$ cat config.mk
export PLATFORM = sky130hd
export DESIGN_NAME = mochila_ext_slave_bridge
export DESIGN_NICKNAME = d
export VERILOG_FILES = /design/src/rtl/mochila_ext_slave_bridge.sv
export SDC_FILE = /design/constraint.sdc
export NUM_CORES = 1
export LEC_CHECK = 0
export BUFFER_PORTS_ARGS = -buffer_cell sky130_fd_sc_hd__buf_2
export CORE_MARGIN = 2
export CORE_UTILIZATION = 50
export DETAILED_ROUTE_END_ITERATION = 8
export MAX_ROUTING_LAYER = met4
export PLACE_DENSITY = 0.8
export SETUP_SLACK_MARGIN = 0.05
export SYNTH_ARGS = -nofsm -noshare
export SYNTH_HDL_FRONTEND = slang
export SYNTH_SLANG_ARGS = --single-unit
$ cat constraint.sdc
create_clock -name clk_i -period 5.13 [get_ports clk_i]
set_input_delay 1.026 -clock clk_i [delete_from_list [all_inputs] [get_ports clk_i]]
set_output_delay 1.026 -clock clk_i [all_outputs]
set_load 0.05 [all_outputs]
$ cat src/rtl/mochila_ext_slave_bridge.sv
`default_nettype none
// ============================================================================
// Module      : mochila_ext_slave_bridge
// Description : Buffered OBI bridge from the mochila external-slave port to the
//               SoC slave, with outstanding limit and response timeout.
//               Optional macro MOCHILA_BRIDGE_STATS_EN adds transaction stats.
// Bus packing : obi req  = {req, we, be[3:0], addr[31:0], wdata[31:0]} (70 b)
//               obi resp = {gnt, rvalid, rdata[31:0]}                  (34 b)
// Revision    : 1.0 - initial release
// ============================================================================
module mochila_ext_slave_bridge #(
   parameter int          FIFO_DEPTH      = 4,
   parameter int          MAX_OUTSTANDING = 4,
   parameter int          TIMEOUT_CYCLES  = 256,
   parameter logic [31:0] ERR_RDATA       = 32'hDEAD_BEEF
) (
   input  logic        clk_i,
   input  logic        rst_i,
   input  logic [69:0] up_req_i,
   output logic [33:0] up_resp_o,
   output logic [69:0] dn_req_o,
   input  logic [33:0] dn_resp_i,
   output logic        timeout_o,
   output logic        busy_o
`ifdef MOCHILA_BRIDGE_STATS_EN
   ,
   output logic [31:0] stat_txn_o,
   output logic [15:0] stat_timeout_o
`endif
);

   localparam int PTR_W  = $clog2(FIFO_DEPTH);
   localparam int FCNT_W = $clog2(FIFO_DEPTH + 1);
   localparam int OUT_W  = $clog2(MAX_OUTSTANDING + 1);
   localparam int TMR_W  = $clog2(TIMEOUT_CYCLES);
   localparam int DROP_W = 8;

   localparam logic [FCNT_W-1:0] FIFO_FULL_CNT = FCNT_W'(FIFO_DEPTH);
   localparam logic [OUT_W-1:0]  MAX_OUT       = OUT_W'(MAX_OUTSTANDING);
   localparam logic [TMR_W-1:0]  TMR_MAX       = TMR_W'(TIMEOUT_CYCLES - 1);

   typedef enum logic [1:0] {
      IDLE = 2'd0,
      WAIT = 2'd1,
      ERR  = 2'd2
   } state_t;

   state_t              state;
   state_t              state_nx;
   logic [TMR_W-1:0]    timer;
   logic [TMR_W-1:0]    timer_nx;
   logic [OUT_W-1:0]    up_cnt;
   logic [OUT_W-1:0]    up_cnt_nx;
   logic [OUT_W-1:0]    dn_cnt;
   logic [OUT_W-1:0]    dn_cnt_nx;
   logic [DROP_W-1:0]   drop_cnt;
   logic [DROP_W-1:0]   drop_cnt_nx;

   logic [68:0]         mem [FIFO_DEPTH];
   logic [PTR_W-1:0]    wr_ptr;
   logic [PTR_W-1:0]    rd_ptr;
   logic [FCNT_W-1:0]   fifo_cnt;
   logic [FCNT_W-1:0]   fifo_cnt_nx;
   logic                fifo_empty;
   logic                fifo_full;

   logic                rvalid_q;
   logic [31:0]         rdata_q;
   logic                timeout_q;
   logic                busy_q;

   logic                up_req;
   logic                gnt;
   logic                push;
   logic                pop;
   logic                dn_gnt;
   logic                dn_rv;
   logic                drop_rv;
   logic                fwd_rv;
   logic                fire_to;
   logic                drop_inc;

   assign up_req     = up_req_i[69];
   assign dn_gnt     = dn_resp_i[33];
   assign dn_rv      = dn_resp_i[32];
   assign fifo_empty = (fifo_cnt == '0);
   assign fifo_full  = (fifo_cnt == FIFO_FULL_CNT);

   // Full flag is taken before any same-cycle pop, so a full FIFO never pushes.
   assign gnt  = up_req & ~fifo_full & (up_cnt < MAX_OUT) & ~rst_i;
   assign push = gnt;
   assign pop  = ~fifo_empty & dn_gnt;

   // A pending drop absorbs the rvalid first, including one landing in ERR.
   assign drop_rv  = dn_rv & (drop_cnt != '0);
   assign fwd_rv   = dn_rv & (drop_cnt == '0) & (dn_cnt != '0);
   assign fire_to  = (state == WAIT) & (timer == TMR_MAX) & ~dn_rv;
   assign drop_inc = fire_to & (drop_cnt != '1);

   assign up_cnt_nx   = up_cnt + OUT_W'(gnt) - OUT_W'(rvalid_q);
   assign dn_cnt_nx   = dn_cnt + OUT_W'(pop) - OUT_W'(fwd_rv | fire_to);
   assign drop_cnt_nx = drop_cnt + DROP_W'(drop_inc) - DROP_W'(drop_rv);
   assign fifo_cnt_nx = fifo_cnt + FCNT_W'(push) - FCNT_W'(pop);

   always_comb begin
      state_nx = IDLE;
      timer_nx = '0;
      if (fire_to) begin
         state_nx = ERR;
      end else if (dn_cnt_nx != '0) begin
         state_nx = WAIT;
      end
      if ((state == WAIT) && (state_nx == WAIT) && !dn_rv) begin
         timer_nx = timer + 1'b1;
      end
   end

   always_ff @(posedge clk_i) begin
      if (push) begin
         mem[wr_ptr] <= up_req_i[68:0];
      end
   end

   always_ff @(posedge clk_i) begin
      if (rst_i) begin
         state     <= IDLE;
         timer     <= '0;
         up_cnt    <= '0;
         dn_cnt    <= '0;
         drop_cnt  <= '0;
         wr_ptr    <= '0;
         rd_ptr    <= '0;
         fifo_cnt  <= '0;
         rvalid_q  <= 1'b0;
         rdata_q   <= '0;
         timeout_q <= 1'b0;
         busy_q    <= 1'b0;
      end else begin
         state    <= state_nx;
         timer    <= timer_nx;
         up_cnt   <= up_cnt_nx;
         dn_cnt   <= dn_cnt_nx;
         drop_cnt <= drop_cnt_nx;
         fifo_cnt <= fifo_cnt_nx;
         if (push) begin
            wr_ptr <= wr_ptr + 1'b1;
         end
         if (pop) begin
            rd_ptr <= rd_ptr + 1'b1;
         end
         rvalid_q  <= fwd_rv | fire_to;
         timeout_q <= fire_to;
         if (fire_to) begin
            rdata_q <= ERR_RDATA;
         end else if (fwd_rv) begin
            rdata_q <= dn_resp_i[31:0];
         end else begin
            rdata_q <= '0;
         end
         busy_q <= (fifo_cnt_nx != '0) | (up_cnt_nx != '0);
      end
   end

   assign up_resp_o = {gnt, rvalid_q, rdata_q};
   assign dn_req_o  = fifo_empty ? 70'd0 : {1'b1, mem[rd_ptr]};
   assign timeout_o = timeout_q;
   assign busy_o    = busy_q;

`ifdef MOCHILA_BRIDGE_STATS_EN
   logic [31:0] stat_txn_q;
   logic [15:0] stat_timeout_q;

   always_ff @(posedge clk_i) begin
      if (rst_i) begin
         stat_txn_q     <= '0;
         stat_timeout_q <= '0;
      end else begin
         if ((fwd_rv | fire_to) && (stat_txn_q != '1)) begin
            stat_txn_q <= stat_txn_q + 1'b1;
         end
         if (fire_to && (stat_timeout_q != '1)) begin
            stat_timeout_q <= stat_timeout_q + 1'b1;
         end
      end
   end

   assign stat_txn_o     = stat_txn_q;
   assign stat_timeout_o = stat_timeout_q;
`endif

endmodule

`default_nettype wire

* Word level (Yosys, flattened, before mapping)
Memories as Yosys holds them, arrays and structs flattened. A register that Yosys moved wholly into a read port is not among the register bits.
Index checks and enable logic that the tools add are counted.
** Word-level totals
- Bits in registers :: 66
- Output and inout bits :: 106
- Word-level logic and storage cells :: 71
- Bits of input ports :: 106
- RAM bits :: 276
- Memories kept :: 1
** Operators by class
- Mux-type cells :: 9
- Reductions and logical operators :: 12
- Magnitude comparators :: 1
- Add/subtract/negate cells :: 11
- Equality and inequality tests :: 5
- Bitwise logic cells :: 19
** Memory list
- mem :: depth 4, bits a word 69, rd ports 1, clocked after memory_dff 1, wr ports 1, RTL line 59 : logic [68:0] mem [FIFO_DEPTH];
** Operator list (count)
- 70-bit two-way mux :: 1
- 32-bit two-way mux :: 2
- 3-bit nonzero test :: 4
- 1-bit bitwise AND :: 10
- 3-bit by 1-bit adder with 3-bit output :: 3
- 3-bit by 1-bit subtractor with 3-bit output :: 3
- 8-bit by 1-bit adder with 8-bit output :: 1
- 8-bit by 1-bit adder with 8-bit output, second input constant :: 1
- 8-bit == test, second input constant :: 1
- 8-bit zero test :: 1
- 8-bit inequality test, second input constant :: 1
- 8-bit nonzero test :: 1
- 8-bit by 1-bit subtractor with 8-bit output :: 1
- 2-bit two-way mux :: 3
- 1-bit NOT :: 6
- 2-bit by 1-bit adder with 2-bit output, second input constant :: 2
- 2-bit by 1-bit == test with 1-bit output, second input constant :: 2
- 3-bit == test, second input constant :: 1
- 3-bit zero test :: 1
- 3-bit < comparator, second input constant :: 1
- 1-bit two-way mux :: 3
- 1-bit OR :: 3
- 3-bit OR reduction :: 1
- 1-bit logical AND :: 2
- other kinds (2) :: 2

* Longest topological paths before layout
- Depth after elaboration :: 13
- Gate-level depth with buffers :: 14
- Depth with buffers taken out :: 13

* Least setup slack after synthesis
Ideal clock, no wire load.
- Kind :: input to register
- Start :: input dn_resp_i[32]
- End :: register timer[2]
- Required time :: 5066 ps
- Setup time :: 64 ps
- Cell stages on the path :: 13
- Data arrival time :: 3724 ps
- Setup slack :: 1342 ps
- Path buffers :: 1
- Cell sequence :: or3b_4 -> nor4_4 -> o21bai_1 -> ha_1 -> inv_1 -> ha_1 -> inv_1 -> fa_1 -> xnor3_1 -> and3b_1 -> or4_4 -> buf_6 -> nor2_1
** Between the ends
- Word-level cells in the longest chain between the ends :: 12
- Elaborated cells on any way between the ends :: 15
- Classes of those cells :: add/sub (1); eq/ne (1); mux (2); bitwise (6); reduce/logical (5)
** RTL lines
- start: declaration :: RTL line 22 : input logic [33:0] dn_resp_i,
- 1-bit bitwise AND / 1-bit NOT (equally long branches) :: RTL line 96, 97
- 1-bit bitwise AND, on equally long branches :: RTL line 96, 97
- 1-bit OR :: RTL line 101 : assign dn_cnt_nx = dn_cnt + OUT_W'(pop) - OUT_W'(fwd_rv | fire_to);
- 3-bit by 1-bit subtractor with 3-bit output :: RTL line 101
- 3-bit nonzero test :: RTL line 110 : end else if (dn_cnt_nx != '0) begin
- 1-bit two-way mux :: RTL line 110
- 2-bit two-way mux :: RTL line 108 : if (fire_to) begin
- 2-bit by 1-bit == test with 1-bit output :: RTL line 113 : if ((state == WAIT) && (state_nx == WAIT) && !dn_rv) begin
- 1-bit logical AND :: RTL line 113
- 1-bit logical AND (*) :: RTL line 113
- 1-bit NOT (no line) (*)
- 2-bit OR reduction (no line) (*)
- end signal: assignment :: RTL line 140 : timer <= timer_nx;
- end: declaration :: RTL line 50 : logic [TMR_W-1:0] timer;
Mark *: on every way between the ends. The rest lies on a longest branch, timed or not.
A chain may end at the register's enable or synchronous reset.

==> impl_metrics.toml <==
[synthesis]
synth_top_area_share_pct = 62.6
synth_area_leaders = "edfxtp_1, mux4_2, dfxtp_1"
synth_seq_cells = 343
ys_seq_area_share_pct = 72.7
synthCells = 716
synth-edff-count = 276
syn_area_um2 = 13200
synth_top_area_cell = "edfxtp_1"
synthFlopType = "edfxtp_1"
synthArstFlopShare_pct = 0
yosys_warnings = 0
synth.distinct_cells = 44
avgSynthCellArea_um2 = 18.5
yosysMostFrequentCell = "edfxtp_1"
synth_common_cells = "edfxtp_1, and2_1, mux4_2"
synth_nets = 850

[timing]
finalCritPeriodShare_pct = 73.2
slew_violations = 0
fin_skew_ps = 14.2
clock.fmax_mhz = 266
finalSetupTns_ps = 0
fin_crit_ps = 3750
relSlewSlack_pct = 27.3
hold_viol = 0
finalSetupViolCount = 0
worstMarginPinSlew_ps = 1090
rsz0062_at_grt = "no"

[setup_path]
path_class = "flop to primary output"
reg2reg_to = "timer[4]"
path_buf_inv = 2
critPathCaptureType = "primary output"
worstPathCellList = "buf_12 > mux4_2 > and2_1 > buf_2"
rr_startpoint = "state[0]"
timing.reg2reg.setup_slack_ps = 1940
max_stage_delay_ps = 890
critPathSlowestCell = "dfxtp_4"
reg2reg_depth = 12
cp_max_fo = 38
cp_data_required_time_ps = 4100
worstSetupStartpointType = "flop"
path_delay_family = "flip-flops"
arrival_ps = 2730

[cells_and_area]
fillerInstances = 1878
drive_gt1_share_pct = 36.4
stdcell_count = 1297
syn2layout_area_growth_pct = 19.1
nets = 1067

[clocking]
cts_resized = 0
htree_levels = 2
cts_buffers = 36
clkLatencyLatePin_ps = 510
ctsHoldBuffers = 0
clk_pin_slew_ps = 60
cts_root_buffer = "clkbuf_16"
cts_tree = "built"
cts.sinks = 343
post_cts_buffers = 0
clk_path_buf_depth = 3

[drt]
routedWlPerCell_um = 18.9
dr.pass1.iters = 5
drt_iter0_markers = 577
vias = 6847
vias_per_cell = 5.28
drc_errors = 0
finalWirelength_um = 24500
final_antenna_net_count = 0

[pwr]
internal_power_w = 0.00574
p_total_w = 0.00900
pwr-share-comb_pct = 34.1
total_leakage_power_nw = 5.97
cellPowerDensity_nw_per_um2 = 571
seqPwrFrac_pct = 37.9
p_clk_share_pct = 28.0
peakVddDrop_mv = 0.438
swShare_pct = 36.2
switching_power_w = 0.00326

[die]
die_h_um = 167
die_w_um = 167
rows = 59
io_pins = 212
dieArea_um2 = 27800
design.core.area_um2 = 26100
initial_utilization_pct = 50.8

[status]
status = "finished, final reports clean"

[grt]
met2_usage_pct = 30.3
grt_overflow = 0
grt_pass1_vias = 7009
grt_use_total_pct = 18.2
grtUsageMet3_pct = 3.68
antenna_found_initial = 2
grt_max_degree = 72
grtUsageMet1_pct = 23.1
grt_most_used_layer = "met2"
grt_pass1_wl_um = 38400

[worst_hold_path]
min_to = "timer[0]"
min-delay-start = "timer[0]"
min_delay_path_depth = 1
hold_path.class = "flop to flop"

[placed_design]
place_inst = 1230
dp_hpwl_um = 14600
io_buffers = 211
gp_routability_congestion = 0.786

[flow_run]
cap_violations = 0
layer usage:
layer  vias to the layer above  share of wire, %
met4                         0               2.2
met3                        44               6.4
li1                       3168                 -
met5                         -                 0
met1                      3402                41
met2                       233                51
cells by family after synthesis:
group | share of synthesized area [%]
mux | 11.9
xor+xnor | 1.16
flops | 72.7
compound gates | 2.48
buf+inv | 2.10
fa+ha+maj | 2.87
simple gates | 6.74
worst max-delay path by stage:
stage                               to  cells past startpoint
after global routing      dn_req_o[37]                      4
after floorplan               timer[2]                     13
after detailed placement      timer[4]                     13
after global placement        timer[5]                     13
after CTS                 dn_req_o[37]                      4
final                     dn_req_o[37]                      4
final cells by class:
cell class	count	area (µm²)	share of cell area, %
flip-flops and latches	343	9640	61.1
multi-input cells	313	3350	21.2
repair buffers	216	1110	7.01
clock buffers	47	1020	6.44
well taps	335	419	2.66
clock inverters	17	151	0.960
inverters	23	86.3	0.547
diodes	3	7.51	0.0476
sequential cells by signal, indices dropped and copies added, names as in the netlist, named ones only:
| signal | count |
|---|---|
| mem | 276 |
| rdata_q | 32 |
| drop_cnt | 8 |
| timer | 8 |
| dn_cnt | 3 |
| fifo_cnt | 3 |
| up_cnt | 3 |
| rd_ptr | 2 |
| state | 2 |
| wr_ptr | 2 |
| busy_o | 1 |
| rvalid_q | 1 |
power by group through the flow:
stage / Sequential [W] / Clock [W] / Combinational (W)
CTS: 0.00342 / 0.00258 / 0.00311
global route: 0.00344 / 0.00269 / 0.00326
global placement: 0.00346 / 0 / 0.00306
detailed placement: 0.00348 / 0 / 0.00309
floorplan: 0.00337 / 0 / 0.00247
finish: 0.00341 / 0.00252 / 0.00307
cells in the final DEF (no fill, tap or decap), types with 23 or more instances in the layout:
cell type,n
ha_1,24
inv_1,23
mux4_2,69
a21o_1,25
buf_2,211
edfxtp_1,276
and2_1,78
clkbuf_16,39
dfxtp_1,65
nor2_1,28
through the flow:
stage                     setup WS (ps)  hold WS (ps)  cell area [µm²]  utilization [%]
after floorplan                    1340           430            13200                -
after global placement             1170           437            14600             56.0
after detailed placement           1080           464            14600             56.0
after CTS                          1250           477            15800             60.5
after global routing               1170           508            15800             60.5
final                              1380           464            15800             60.5
No activity file was read; power rests on OpenSTA's default activity.
